[src/rtl/cmp_serial_pkg.sv]
// Shared encodings for the serial comparator and the GCD control path.
package cmp_serial_pkg;

    typedef enum logic [1:0] {
        ST_IDLE = 2'd0,
        ST_COMP = 2'd1,
        ST_DONE = 2'd2
    } cmp_state_e;

    localparam int RES_EQ = 0;
    localparam int RES_LT = 1;
    localparam int RES_GT = 2;
    localparam int RES_W  = 3;

    typedef logic [RES_W-1:0] cmp_res_t;

    localparam cmp_res_t RES_NONE = '0;

endpackage

[src/rtl/cmp_slice.sv]
// Combinational magnitude compare of one slice; flip_msb biases a signed top slice.
module cmp_slice #(
    parameter int CHUNK = 8
) (
    input  logic [CHUNK-1:0] a,
    input  logic [CHUNK-1:0] b,
    input  logic             flip_msb,
    output logic             eq,
    output logic             lt,
    output logic             gt
);

    logic [CHUNK-1:0] msk;
    logic [CHUNK-1:0] ab;
    logic [CHUNK-1:0] bb;

    always_comb begin
        msk = '0;
        msk[CHUNK-1] = flip_msb;
        ab = a ^ msk;
        bb = b ^ msk;
        eq = (ab == bb);
        lt = (ab < bb);
        gt = (ab > bb);
    end

endmodule

[src/rtl/cmp_serial.sv]
// Multi-cycle X/Y magnitude compare, MSB slice first, early exit on first difference.
module cmp_serial
    import cmp_serial_pkg::*;
#(
    parameter int WIDTH = 32,
    parameter int CHUNK = 8
) (
    input  logic             clk,
    input  logic             rst_n,
    input  logic             start,
    input  logic             abort,
    input  logic             signed_mode,
    input  logic [WIDTH-1:0] X,
    input  logic [WIDTH-1:0] Y,
    output logic             busy,
    output logic             done,
    output logic             eq_out,
    output logic             lt_out,
    output logic             gt_out
);

    localparam int NCHUNK = WIDTH / CHUNK;
    localparam int IDXW = (NCHUNK > 1) ? $clog2(NCHUNK) : 1;
    localparam logic [IDXW-1:0] IDX_TOP = IDXW'(NCHUNK - 1);

    generate
        if (WIDTH % CHUNK != 0) begin : g_bad_chunk
            $error("cmp_serial: WIDTH must be a multiple of CHUNK");
        end
    endgenerate

    cmp_state_e       state;
    cmp_state_e       state_nx;
    logic [WIDTH-1:0] xr;
    logic [WIDTH-1:0] yr;
    logic             sgn;
    logic [IDXW-1:0]  idx;
    cmp_res_t         res;

    logic [WIDTH-1:0] xsh;
    logic [WIDTH-1:0] ysh;
    logic             s_eq;
    logic             s_lt;
    logic             s_gt;
    logic             accept;
    logic             last;

    assign accept = (state == ST_IDLE) && start && !abort;
    assign last = (idx == '0);
    assign xsh = xr >> (CHUNK * int'(idx));
    assign ysh = yr >> (CHUNK * int'(idx));

    cmp_slice #(
        .CHUNK(CHUNK)
    ) u_slice (
        .a       (xsh[CHUNK-1:0]),
        .b       (ysh[CHUNK-1:0]),
        .flip_msb(sgn && (idx == IDX_TOP)),
        .eq      (s_eq),
        .lt      (s_lt),
        .gt      (s_gt)
    );

    always_ff @(posedge clk or negedge rst_n) begin
        if (!rst_n) begin
            state <= ST_IDLE;
        end else begin
            state <= state_nx;
        end
    end

    always_comb begin
        state_nx = state;
        unique case (state)
            ST_IDLE: if (accept) state_nx = ST_COMP;
            ST_COMP: begin
                if (abort) begin
                    state_nx = ST_IDLE;
                end else if (!s_eq || last) begin
                    state_nx = ST_DONE;
                end
            end
            ST_DONE: state_nx = ST_IDLE;
            default: state_nx = ST_IDLE;
        endcase
    end

    always_comb begin
        busy = (state == ST_COMP);
        done = (state == ST_DONE);
        eq_out = res[RES_EQ];
        lt_out = res[RES_LT];
        gt_out = res[RES_GT];
    end

    // Abort outranks any slice decision made in the same cycle.
    always_ff @(posedge clk or negedge rst_n) begin
        if (!rst_n) begin
            xr  <= '0;
            yr  <= '0;
            sgn <= 1'b0;
            idx <= '0;
            res <= RES_NONE;
        end else begin
            unique case (state)
                ST_IDLE: begin
                    if (accept) begin
                        xr  <= X;
                        yr  <= Y;
                        sgn <= signed_mode;
                        idx <= IDX_TOP;
                        res <= RES_NONE;
                    end
                end
                ST_COMP: begin
                    if (abort) begin
                        res <= RES_NONE;
                    end else if (!s_eq) begin
                        res[RES_LT] <= s_lt;
                        res[RES_GT] <= s_gt;
                    end else if (last) begin
                        res[RES_EQ] <= 1'b1;
                    end else begin
                        idx <= idx - 1'b1;
                    end
                end
                ST_DONE: begin
                    if (abort) res <= RES_NONE;
                end
                default: res <= RES_NONE;
            endcase
        end
    end

endmodule

[config.mk]
export PLATFORM = sky130hd
export DESIGN_NAME = cmp_serial
export DESIGN_NICKNAME = d
export VERILOG_FILES = /design/src/rtl/cmp_serial_pkg.sv /design/src/rtl/cmp_slice.sv /design/src/rtl/cmp_serial.sv
export SDC_FILE = /design/constraint.sdc
export NUM_CORES = 1
export LEC_CHECK = 0
export ABC_AREA = 1
export BUFFER_PORTS_ARGS = -buffer_cell sky130_fd_sc_hd__buf_2
export CAP_MARGIN = 20
export CORE_MARGIN = 4
export CORE_UTILIZATION = 40
export CTS_CLUSTER_SIZE = 16
export DETAILED_ROUTE_END_ITERATION = 10
export PLACE_DENSITY = 0.66
export SLEW_MARGIN = 20
export SYNTH_ARGS = -nofsm -noshare
export SYNTH_HDL_FRONTEND = slang
export SYNTH_SLANG_ARGS = --single-unit
[constraint.sdc]
create_clock -name clk -period 2 [get_ports clk]
set_clock_uncertainty 0.05 [all_clocks]
set_input_delay 0.1 -clock clk [delete_from_list [all_inputs] [get_ports clk]]
set_output_delay 0.1 -clock clk [all_outputs]
set_load 0.05 [all_outputs]
==> impl_metrics.ini, run 1 <==
[run_status]
status = finished, violations left
violations = negative setup slack

[detailed_routing]
ant_nets = 0
drcViolationCount = 0
vias_per_cell = 4.504
wl_per_cell_um = 12.62
via_count = 3315
postRouteWirelength_um = 9288
drtIter0Drc = 183
drt-pass1-iter-count = 4

[cells_and_area]
n_fill_cell = 912
final_cell_mix = 74 x buf_2, 72 x dfrtp_1, 71 x inv_1, 71 x nand2_2
drive_above_1_share_pct = 45.77
n_antenna_cell = 0
fin_area_um2 = 5704
final_util_pct = 57.56
area_growth_pct = 38.78
layout_commonest_cell = buf_2
final_nets = 678
ff_latch_area_um2 = 1802
layout.cells.non_filler = 736
multiInputGateArea_um2 = 1918

[yosys]
synth_seq_area_share_pct = 43.84
ys.flop_type = dfrtp_1
yosysUniqueCellTypes = 28
yosys_warnings = 0
synth_seq_cells = 72
syn_inst = 453
syn_area_per_cell_um2 = 9.073
synth_edf_count = 0
mappedNetlistArea_um2 = 4110
ys_async_sr_fraction_pct = 100.0
synthesis.nets = 532

[floorplan]
die_x_um = 109.4
die_area_um2 = 11960
io_pins = 74
initial_core_util_pct = 41.48
placementRows = 36
die_h_um = 109.4
core-area_um2 = 9910

[critical_path]
worst_setup_path_end_kind = flop
path_cells = inv_4 > buf_12 > buf_16 > nand2_1 > a32o_2 > ha_4 > nand2_2 > nor2_2 > nand2_4 > nand2_2 > nand3_2 > nand2_1 > nand2_1
cpMaxStageDelayCell = dfrtp_1
crit_path_start_kind = flop
cp.required_ns = 2.19
path_class = flop to flop
cp_common_cell = nand2_1
worst-path-max-fanout = 5
slowest_delay_ns = 0.43
arrival_ns = 2.28
r2r_slack_ns = -0.1

[cts]
cts_buffers = 9
cts.sinks = 72
insertion_delay_ns = 0.34
clockBufferDepth = 2
cts_tree = built
clk_pin_slew_ns = 0.07
h-tree-depth = 3
cts_root_buf = clkbuf_8

[timing]
rsz0062_at_grt = true
max_freq_ghz = 0.4767
maxSlewHeadroom_pct = 42.63
final_hold_viol_count = 0
whs_ns = 0.04285
fin_crit_sh_pct = 104.9
postLayoutSetupSlackWorst_ns = -0.09789
tns_ns = -0.4149
period_minus_slack_ns = 2.098
setup_violations = 5
final_max_slew_viol_count = 0
tightest_slew_ns = 0.8606

[grt]
grt_max_degree = 76
grt_antenna_before_repair = 0
grt_pass1_vias = 3327
grt-ovfl-total = 0
grt.total_usage_pct = 16.89
grt_pass1_wl_um = 15900

[flow_run]
drv_cap = 0

[placement]
placed_area_um2 = 4538
hpwl_um = 6218
gp_congestion = 0.8201
dp.cells = 648
io_buffer_count = 73

[hold_path]
hold_class = primary input to flop

[power]
powerDensity_nw_per_um2 = 903.3
ir_worst_vdd_mv = 0.3698
p_leak_nw = 2.923
==> what timing repair did <==
action                                  4_1_cts  5_1_grt
hold endpoints to repair                    137        0
gates cloned                                  3        0
hold buffers                                 66        0
pin swaps                                    14       13
setup buffers                                 3        1
resized for setup                            28       18
endpoints found under the setup margin        6        7
==> worst paths after layout <==
check | from | endpoint | cells after the start
worst min register to register | res[2] | res[2] | 2
worst max-delay path | idx[0] | res[0] | 13
max in group asynchronous | rst_n | yr[4] | 3
worst max register to register | idx[0] | res[0] | 13
worst min-delay path | abort | state[1] | 4
min in group asynchronous | rst_n | yr[29] | 3
==> kinds of logic after synthesis <==
group,Yosys count,synth area share [%]
xor gates and xnor gates,2,0.4263
buffers and inverters,102,12.94
DFF,72,43.84
adders and majority gates,10,3.044
AOI/OAI and AO/OA,105,19.85
and+or+nand+nor,162,19.91
==> synth_stat cells, types with 2 or more instances <==
cell | instances | area (µm²)
o22ai_1 | 7 | 43.79
buf_1 | 2 | 7.510
a21oi_1 | 10 | 50.05
nor2_1 | 19 | 71.32
nand2_2 | 63 | 394.1
nor2_4 | 2 | 22.52
nand3_1 | 9 | 45.04
inv_2 | 5 | 18.77
buf_2 | 12 | 60.06
o21ai_2 | 65 | 569.3
o21ai_1 | 8 | 40.04
nand2_1 | 65 | 244.0
inv_1 | 71 | 266.5
ha_1 | 10 | 125.1
a32o_1 | 7 | 70.07
clkinv_1 | 2 | 7.510
dfrtp_1 | 72 | 1802
buf_12 | 8 | 160.2
o21ai_0 | 7 | 35.03
==> metrics by stage <==
| step | total power (W) | setup slack, ns |
|---|---|---|
| floorplan | 0.003019 | -0.002400 |
| global placement | 0.003387 | -0.07330 |
| detailed placement | 0.003411 | -0.1216 |
| CTS | 0.005116 | -0.07926 |
| global route | 0.005505 | -0.1876 |
| finish | 0.005153 | -0.09789 |
==> layout make-up <==
cell class              count  area share, %
multi-input cells         279          33.63
flip-flops and latches     72          31.59
repair buffers            159          22.57
inverters                  78          5.220
well taps                 133          2.917
clock buffers               9          2.172
clock inverters             6          1.908
==> power by group <==
| group | internal, W | switching, W |
|---|---|---|
| Clock | 0.000819 | 0.000529 |
| Combinational | 0.000893 | 0.000977 |
| Sequential | 0.00171 | 0.000222 |
==> layer usage <==
| metal | part of all wire, % | wire, µm | track usage [%] | vias up |
|---|---|---|---|---|
| met4 | 1.1 | 99 | 4.987 | 0 |
| met1 | 48 | 4500 | 24.08 | 1519 |
| met5 | 0 | 0 | 0 | - |
| met2 | 47 | 4332 | 26.20 | 76 |
| li1 | - | - | - | 1716 |
| met3 | 3.8 | 355 | 3.171 | 4 |
==> state kept, by name, indices dropped and copies added, names as in the netlist <==
name and count:
xr 32, yr 32, res 3, idx 2, state 2, sgn 1
==> critical path, delay by kind of cell, from the launching register on <==
kind            cells  cell delay, ns
simple gates        8            0.60
flops               1            0.43
buf+inv             3            0.33
compound gates      1            0.30
fa+ha+maj           1            0.27
Power figures use the tool's default switching activity.
==> run 2, diff against run 1 <==
--- a/config.mk
+++ b/config.mk
@@ -12,7 +12,6 @@
 export CORE_UTILIZATION = 40
 export CTS_CLUSTER_SIZE = 16
 export DETAILED_ROUTE_END_ITERATION = 10
-export PLACE_DENSITY = 0.66
 export SLEW_MARGIN = 20
 export SYNTH_ARGS = -nofsm -noshare
 export SYNTH_HDL_FRONTEND = slang
==> impl_metrics.ini, run 2 (same netlist as run 1, synthesis figures left out) <==
[critical_path]
r2r_slack_ns = -0.08
path_class = flop to flop
arrival_ns = 2.27
cp.required_ns = 2.19
crit_buf_inv = 3
crit_path_start_kind = flop
cpMaxStageDelayCell = dfrtp_2
r2r_cells = 14
slowest_delay_ns = 0.45
rr_endpoint = idx[0]
path_cells = inv_4 > buf_6 > nand2_4 > nand3_2 > nand2_2 > xor2_1 > ha_1 > nand2_2 > nor2_4 > nand2_4 > inv_4 > nand2_4 > nand3_1 > nand2_2
worst-path-max-fanout = 7
worst_setup_path_end_kind = flop
r2r_start = idx[0]
crit_family = simple AND/OR/NAND/NOR gates

[cells_and_area]
n_antenna_cell = 0
layout_commonest_cell = buf_2
area_growth_pct = 37.41
top_regs = xr x32, yr x32, res x3
drive_above_1_share_pct = 45.61
final_nets = 677
final_cell_mix = 73 x buf_2, 71 x inv_1, 71 x dfrtp_1

[cts]
cts_tree = built
cts.sinks = 72
clockBufferDepth = 2
h-tree-depth = 3
cts_root_buf = clkbuf_8
insertion_delay_ns = 0.35
clk_pin_slew_ns = 0.08
cts_buffers = 9

[hold_path]
hold-path-endpoint = state[1]
min_from = abort
hold_path_depth = 4
hold_class = primary input to flop

[detailed_routing]
wl_per_cell_um = 12.84
drtIter0Drc = 135
drt-pass1-iter-count = 4
via_count = 3308
drcViolationCount = 0
ant_nets = 0
vias_per_cell = 4.495
postRouteWirelength_um = 9447

[run_status]
status = finished, violations left
violations = negative setup slack

[floorplan]
placementRows = 36
io_pins = 74
die_area_um2 = 11960
die_h_um = 109.4
core-area_um2 = 9910
initial_core_util_pct = 41.48
die_x_um = 109.4

[timing]
fin_crit_sh_pct = 103.9
maxSlewHeadroom_pct = 72.28
rsz0062_at_grt = true
whs_ns = 0.03294
max_freq_ghz = 0.4811
setup_violations = 6
period_minus_slack_ns = 2.079
final_hold_viol_count = 0
tns_ns = -0.3431
postLayoutSetupSlackWorst_ns = -0.07873
tightest_slew_ns = 0.4158
final_max_slew_viol_count = 0

[placement]
hpwl_um = 6288
gp_congestion = 0.8096
io_buffer_count = 73
place_ws_ns = -0.1360

[grt]
grt_pass1_vias = 3392
grt_pass1_wl_um = 15910
grt_max_degree = 73
grt_antenna_before_repair = 0
grt.total_usage_pct = 16.93
grt-ovfl-total = 0

[power]
powerDensity_nw_per_um2 = 875.4
p_leak_nw = 2.886
ir_worst_vdd_mv = 0.4205

[flow_run]
drv_cap = 0
## run 2: cell count changes in the layout (fill, tap and decap cells not counted), sizes merged
| cell | previous run | this run |
|---|---|---|
| bufinv | 3 | 1 |
| clkinvlp | 0 | 3 |
| clkinv | 4 | 3 |
| buf | 93 | 91 |
| clkbuf | 9 | 10 |
| inv | 77 | 78 |
## run 2: layout make-up
class                           instances  area, µm²
Tap cell                              133      166.4
Clock inverter                          7      81.33
Multi-Input combinational cell        279       1918
Sequential cell                        72       1803
Clock buffer                            9      123.9
Fill cell                             913       4262
Timing Repair Buffer                  158       1257
Inverter                               78      297.8
## run 2: per-layer routing
layer / wire, µm / track usage (%)
met4: 116 / 4.898
met5: 0 / 0
met1: 4561 / 24.02
met3: 380 / 3.523
met2: 4387 / 26.20
## run 2: per-stage QoR
step	util [%]	std cells	total power [W]	cell area (µm²)
global route	56.99	736	0.005304	5648
CTS	55.45	733	0.004757	5495
floorplan	-	453	0.003019	4111
detailed placement	45.95	650	0.003405	4553
finish	56.99	736	0.004944	5648
global placement	45.95	650	0.003379	4553
## run 2: repair_timing
action,4_1_cts,5_1_grt
resized for setup,20,30
endpoints found under the hold margin,137,0
hold buffers,66,0
buffers inserted,2,2
endpoints found under the setup margin,7,7
pin swaps,9,13
gates cloned,0,1
## run 2: report_power, final
part / internal, W / switching [W] / total (W)
registers: 0.00171 / 0.000226 / 0.00194
logic: 0.000852 / 0.000980 / 0.00183
clock network: 0.000588 / 0.000586 / 0.00117
total: 0.00315 / 0.00179 / 0.00494
## run 2: how the worst max path moves through the flow
stage                start      to  slack (ns)  depth (start not counted)
floorplan           idx[0]  res[0]      -0.002                         15
global placement    idx[1]  idx[0]       -0.06                         13
detailed placement  idx[0]  idx[1]       -0.14                         13
CTS                 idx[0]  idx[0]       -0.03                         15
global route        idx[0]  idx[0]       -0.22                         11
finish              idx[0]  idx[0]       -0.08                         14
## run 2: tightest hold or removal path, stage by stage
cell and delay [ns]:
buf_2 0.09, inv_2 0.06, nand2_4 0.09, a21oi_1 0.05
